==> src/rtl/sub_serial_4b_pkg.sv <==
`default_nettype none
// ============================================================================
//  Module      : sub_serial_4b_pkg
//  Description : Shared definitions for the bit-serial subtractor: FSM state
//                encoding and the default operand width.
//  Revision    : 1.0 - initial release
// ============================================================================
package sub_serial_4b_pkg;

    // Default operand/result width of the serial subtractor.
    localparam int c_default_width = 4;

    // Controller states, explicitly encoded so the reset value is all-zero.
    typedef enum logic [1:0] {
        IDLE  = 2'd0,
        SHIFT = 2'd1,
        DONE  = 2'd2
    } state_t;

endpackage : sub_serial_4b_pkg
`default_nettype wire

==> src/rtl/sub_serial_4b_fs_1b.sv <==
`default_nettype none
// ============================================================================
//  Module      : fs_1b
//  Description : 1-bit full subtractor, pure gate-level boolean logic.
//                D    = A ^ B ^ Bin
//                Bout = (~A & B) | (~A & Bin) | (B & Bin)
//  Ports       : A, B, Bin  - minuend bit, subtrahend bit, borrow-in
//                D, Bout    - difference bit, borrow-out
//  Revision    : 1.0 - initial release
// ============================================================================
module fs_1b (
    input  logic A,
    input  logic B,
    input  logic Bin,
    output logic D,
    output logic Bout
);

    assign D    = A ^ B ^ Bin;
    assign Bout = (~A & B) | (~A & Bin) | (B & Bin);

endmodule : fs_1b
`default_nettype wire

==> src/rtl/sub_serial_4b.sv <==
`default_nettype none
// ============================================================================
//  Module      : sub_serial_4b
//  Description : Bit-serial subtractor, D = A - B - Bin, processed LSB first
//                through one fs_1b cell and a registered borrow. A start
//                accepted while not busy loads the operands; WIDTH SHIFT
//                cycles later the result is registered and done pulses.
//  Ports       : clk, rst (async, active-high)
//                start, A[WIDTH], B[WIDTH], Bin   - request and operands
//                busy, done, D[WIDTH], Bout       - status and result
//                OVF (only with SUB_SERIAL_OVF_EN) - signed overflow flag
//  Options     : define SUB_SERIAL_OVF_EN to add the OVF output.
//  Revision    : 1.0 - initial release
// ============================================================================
module sub_serial_4b
    import sub_serial_4b_pkg::*;
#(
    parameter int WIDTH = c_default_width
) (
    input  logic             clk,
    input  logic             rst,
    input  logic             start,
    input  logic [WIDTH-1:0] A,
    input  logic [WIDTH-1:0] B,
    input  logic             Bin,
    output logic             busy,
    output logic             done,
    output logic [WIDTH-1:0] D,
    output logic             Bout
`ifdef SUB_SERIAL_OVF_EN
    ,
    output logic             OVF
`endif
);

    localparam int                c_cnt_w    = $clog2(WIDTH);
    localparam logic [c_cnt_w-1:0] c_cnt_last = c_cnt_w'(WIDTH - 1);
    localparam logic [c_cnt_w-1:0] c_cnt_one  = c_cnt_w'(1);

    state_t             r_state_q, w_state_d;
    logic [WIDTH-1:0]   r_a_sh_q,  w_a_sh_d;
    logic [WIDTH-1:0]   r_b_sh_q,  w_b_sh_d;
    logic [WIDTH-1:0]   r_d_sh_q,  w_d_sh_d;
    logic               r_brw_q,   w_brw_d;
    logic [c_cnt_w-1:0] r_cnt_q,   w_cnt_d;
    logic               r_busy_q,  w_busy_d;
    logic               r_done_q,  w_done_d;
    logic [WIDTH-1:0]   r_d_q,     w_d_d;
    logic               r_bout_q,  w_bout_d;
`ifdef SUB_SERIAL_OVF_EN
    logic               r_ovf_q,   w_ovf_d;
`endif

    logic w_fs_d;
    logic w_fs_bout;

    fs_1b u_fs_1b (
        .A    (r_a_sh_q[0]),
        .B    (r_b_sh_q[0]),
        .Bin  (r_brw_q),
        .D    (w_fs_d),
        .Bout (w_fs_bout)
    );

    always_comb begin
        w_state_d = r_state_q;
        w_a_sh_d  = r_a_sh_q;
        w_b_sh_d  = r_b_sh_q;
        w_d_sh_d  = r_d_sh_q;
        w_brw_d   = r_brw_q;
        w_cnt_d   = r_cnt_q;
        w_busy_d  = 1'b0;
        w_done_d  = 1'b0;
        w_d_d     = r_d_q;
        w_bout_d  = r_bout_q;
`ifdef SUB_SERIAL_OVF_EN
        w_ovf_d   = r_ovf_q;
`endif
        case (r_state_q)
            // DONE accepts a new start exactly like IDLE (back-to-back).
            IDLE, DONE: begin
                if (start) begin
                    w_a_sh_d  = A;
                    w_b_sh_d  = B;
                    w_brw_d   = Bin;
                    w_cnt_d   = '0;
                    w_state_d = SHIFT;
                    w_busy_d  = 1'b1;
                end else begin
                    w_state_d = IDLE;
                end
            end
            SHIFT: begin
                // Difference bits enter at the MSB end, so after WIDTH
                // shifts the first (LSB) bit has reached position 0.
                w_a_sh_d = {1'b0, r_a_sh_q[WIDTH-1:1]};
                w_b_sh_d = {1'b0, r_b_sh_q[WIDTH-1:1]};
                w_d_sh_d = {w_fs_d, r_d_sh_q[WIDTH-1:1]};
                w_brw_d  = w_fs_bout;
                w_cnt_d  = r_cnt_q + c_cnt_one;
                if (r_cnt_q == c_cnt_last) begin
                    w_state_d = DONE;
                    w_done_d  = 1'b1;
                    w_d_d     = {w_fs_d, r_d_sh_q[WIDTH-1:1]};
                    w_bout_d  = w_fs_bout;
`ifdef SUB_SERIAL_OVF_EN
                    // On the last bit the shifters hold the captured MSBs.
                    w_ovf_d   = (r_a_sh_q[0] ^ r_b_sh_q[0]) & (w_fs_d ^ r_a_sh_q[0]);
`endif
                end else begin
                    w_busy_d = 1'b1;
                end
            end
            default: begin
                w_state_d = IDLE;
            end
        endcase
    end

    always_ff @(posedge clk or posedge rst) begin
        if (rst) begin
            r_state_q <= IDLE;
            r_a_sh_q  <= '0;
            r_b_sh_q  <= '0;
            r_d_sh_q  <= '0;
            r_brw_q   <= 1'b0;
            r_cnt_q   <= '0;
            r_busy_q  <= 1'b0;
            r_done_q  <= 1'b0;
            r_d_q     <= '0;
            r_bout_q  <= 1'b0;
`ifdef SUB_SERIAL_OVF_EN
            r_ovf_q   <= 1'b0;
`endif
        end else begin
            r_state_q <= w_state_d;
            r_a_sh_q  <= w_a_sh_d;
            r_b_sh_q  <= w_b_sh_d;
            r_d_sh_q  <= w_d_sh_d;
            r_brw_q   <= w_brw_d;
            r_cnt_q   <= w_cnt_d;
            r_busy_q  <= w_busy_d;
            r_done_q  <= w_done_d;
            r_d_q     <= w_d_d;
            r_bout_q  <= w_bout_d;
`ifdef SUB_SERIAL_OVF_EN
            r_ovf_q   <= w_ovf_d;
`endif
        end
    end

    assign busy = r_busy_q;
    assign done = r_done_q;
    assign D    = r_d_q;
    assign Bout = r_bout_q;
`ifdef SUB_SERIAL_OVF_EN
    assign OVF  = r_ovf_q;
`endif

endmodule : sub_serial_4b
`default_nettype wire

==> config.mk <==
export PLATFORM = sky130hd
export DESIGN_NAME = sub_serial_4b
export DESIGN_NICKNAME = d
export VERILOG_FILES = /design/src/rtl/sub_serial_4b_pkg.sv /design/src/rtl/sub_serial_4b_fs_1b.sv /design/src/rtl/sub_serial_4b.sv
export SDC_FILE = /design/constraint.sdc
export NUM_CORES = 1
export LEC_CHECK = 0
export CAP_MARGIN = 20
export CORE_UTILIZATION = 60
export CTS_CLUSTER_SIZE = 28
export DETAILED_ROUTE_END_ITERATION = 8
export DONT_BUFFER_PORTS = 1
export MAX_ROUTING_LAYER = met4
export PLACE_DENSITY = 0.82
export SETUP_SLACK_MARGIN = 0.05
export SLEW_MARGIN = 0
export SYNTH_ARGS = -nofsm -noshare
export SYNTH_HDL_FRONTEND = slang
export SYNTH_SLANG_ARGS = --single-unit
==> constraint.sdc <==
create_clock -name clk -period 1.3 [get_ports clk]
set_input_delay 0.325 -clock clk [delete_from_list [all_inputs] [get_ports clk]]
set_output_delay 0.325 -clock clk [all_outputs]
set_load 0.05 [all_outputs]
==> results.json <==
{
  "hpwl_mm": 1.186,
  "synth.distinct_cells": 18,
  "synth.area.top_cells": "dfrtp_1, mux2i_1, mux2_2, inv_1, mux2_4",
  "dr.first_iter.drc_count": 2,
  "layout-drive-gt1-share_pct": 34.74,
  "muxShareOfSynthArea_pct": 29.31,
  "clkSlewWorstSetupHoldPaths_ns": 0.13,
  "synth.avg_cell_area_um2": 13.37,
  "path_buf_inv": 0,
  "synth_area_um2": 1110,
  "worst_slack_ns": 0.1119,
  "max_slew_margin_pct": 80.88,
  "cpPeakStageDelay_ns": 0.41,
  "yosysWarnings": 0,
  "power.total_mw": 3.269,
  "synthAdderAreaFrac_pct": 2.931,
  "cts_tree": "done",
  "setup_viol": 0,
  "max_freq_mhz": 841.7,
  "ir_worst_vdd_mv": 1.552,
  "yosysSeqAreaShare_pct": 51.86,
  "synth_ff_type": "dfrtp_1",
  "crit_chain": "ha_2 > nand3b_4 > mux2_2",
  "post-place-ws_ns": 0.04329,
  "num_rows": 15,
  "nets": 110,
  "holdWs_ns": 0.1682,
  "boundaryPins": 19,
  "drt_pass1_iterations": 2,
  "num_vias": 635,
  "cp_slowest_cell": "dfrtp_1",
  "grt_pass1_wl_mm": 2.794,
  "synth_top_family_by_area": "multiplexers",
  "start_util_pct": 64.28,
  "cp_max_fo": 6,
  "area_delta_synth_final_pct": 12.29,
  "arrival_ns": 1.38,
  "cts_buffer_depth": 2,
  "p_per_area_nw_per_um2": 2623,
  "finalHoldViolations": 0,
  "startpoint_type": "register",
  "synthTopCellsByCount": "mux2i_1, dfrtp_1, inv_1",
  "slew_viol_final": 0,
  "worst_pin_slew_ns": 0.2868,
  "seq_power_share_pct": 51.7,
  "cts_sinks": 23,
  "cts_made_buffers": 3,
  "gr-usage-all-layers_pct": 20.82,
  "comb_power_share_pct": 38.5,
  "overflow": 0,
  "synth_simple_gate_area_share_pct": 5.186,
  "drv_cap": 0,
  "synth_cells": 83,
  "synth_fp_nets": 97,
  "ant_nets": 0,
  "drt-total-wl_mm": 1.693,
  "critPathTopFamily": "flip-flops",
  "finalWeightedCongestion": 0.7460,
  "dpl_cell_area_um2": 1156,
  "critPathKind": "reg2reg",
  "tns_ns": 0,
  "synth_compound_area_share_pct": 3.495,
  "antenna_found_initial": 0,
  "io_buffer_count": 0,
  "postLayoutCellArea_um2": 1246,
  "die_w_um": 45.01,
  "placedCellCount": 110,
  "critPathCaptureType": "register",
  "final_core_util_pct": 72.17,
  "min_period_ns": 1.188,
  "antenna_cells": 0,
  "synthArstFlopShare_pct": 100.0,
  "clk_latency_ns": 0.31,
  "synth_xor_area_share_pct": 0.7892,
  "dieHeight_um": 45.01,
  "hold_path.class": "in2reg",
  "yosysTopAreaCell": "dfrtp_1",
  "p_int_mw": 1.940,
  "min_period_over_period_pct": 91.39,
  "fin_worst_skew_ns": 0.01304,
  "cp.required_ns": 1.50,
  "synth.top_cell.area_share_pct": 51.86,
  "cts_max_level": 1,
  "switching_share_pct": 40.64,
  "coreArea_um2": 1727,
  "switchingPower_mw": 1.328,
  "die_area_um2": 2026,
  "drc": 0,
  "outcome": "finished, final reports clean",
  "clkPwrFrac_pct": 9.8,
  "fin_cells": 120,
  "grt_pass1_vias": 616,
  "rrSetupSlack_ns": 0.11,
  "clock-root-buffer": "clkbuf_4",
  "synth_most_common_cell": "mux2i_1",
  "ys_ff_latch": 23,
  "grt_max_degree": 24,
  "leakage_nw": 0.6222,
  "vias_per_cell": 5.292,
  "rsz0062_at_grt": "no",
  "wl_per_cell_um": 14.11,
  "synth_edf_count": 0
}
-- power by group through the flow --
stage | logic (mW) | clock network, mW | registers [mW]
after floorplan | 0.982 | 0 | 1.59
after global placement | 1.10 | 0 | 1.67
after detailed placement | 1.14 | 0 | 1.69
after CTS | 1.23 | 0.334 | 1.68
after global routing | 1.39 | 0.364 | 1.73
final | 1.26 | 0.320 | 1.69
-- area by class of cell --
cell class	count	area (um2)
Inverter	9	33.78
Clock buffer	3	22.52
Sequential cell	23	585.6
Timing Repair Buffer	13	100.1
Fill cell	128	480.5
Tap cell	25	31.28
Multi-Input combinational cell	46	467.9
Clock inverter	1	5.005
-- logic make-up (layout without fill, tap and decap cells) --
| family | count (synthesis) | count (layout) |
|---|---|---|
| and+or+nand+nor | 7 | 7 |
| AOI/OAI and AO/OA | 5 | 5 |
| xor gates and xnor gates | 1 | 1 |
| buffers and inverters | 14 | 26 |
| adders and majority gates | 2 | 2 |
| DFF | 23 | 23 |
| muxes | 31 | 31 |
-- sequential cells by signal, summed over array words and instances (netlist names) --
register / cells
r_state_q: 2
Bout: 1
r_brw_q: 1
D: 4
r_d_sh_q: 3
r_a_sh_q: 4
busy: 1
done: 1
r_cnt_q: 2
r_b_sh_q: 4
-- repair_timing --
item	CTS	global route
setup endpoints to repair	11	7
pin swaps	0	0
endpoints found under the hold margin	23	0
resized for setup	6	4
hold buffers	1	0
buffers inserted	4	1
-- cells in the final DEF (no fill, tap or decap) --
cell           netlist  layout
buf_4                0      12
xnor2_1              1       1
dfrtp_2              0       8
nand2b_1             1       1
nand3b_4             1       1
mux2_2               4       4
inv_1                9       9
o31ai_1              2       2
fa_2                 0       1
nor2b_1              2       2
a21o_1               2       2
mux2i_1             25      25
a22o_1               1       1
nor2_1               1       1
ha_2                 0       1
nand3b_1             2       2
mux2_4               2       2
clkinv_2             0       1
dfrtp_1             23      15
clkbuf_4             0       3
dlygate4sd3_1        0       1
-- per-layer routing --
layer | vias up | part of all wire, % | track usage (%)
met5 | - | 0 | -
met4 | 0 | 1.6 | 9.091
met3 | 5 | 5.1 | 7.600
met2 | 14 | 48 | 29.57
met1 | 308 | 45 | 26.63
li1 | 308 | - | -
-- path summary, 6_finish.rpt --
check	cells past startpoint	endpoint	from
worst max-delay path	3	D[1]	r_cnt_q[0]
worst min-delay path	2	r_cnt_q[1]	start
worst max register to register	3	D[1]	r_cnt_q[0]
worst min register to register	1	r_d_sh_q[1]	r_d_sh_q[1]
max in group asynchronous	3	r_state_q[0]	rst
min in group asynchronous	3	D[3]	rst
Note: power is estimated with default switching activity, not from simulation.
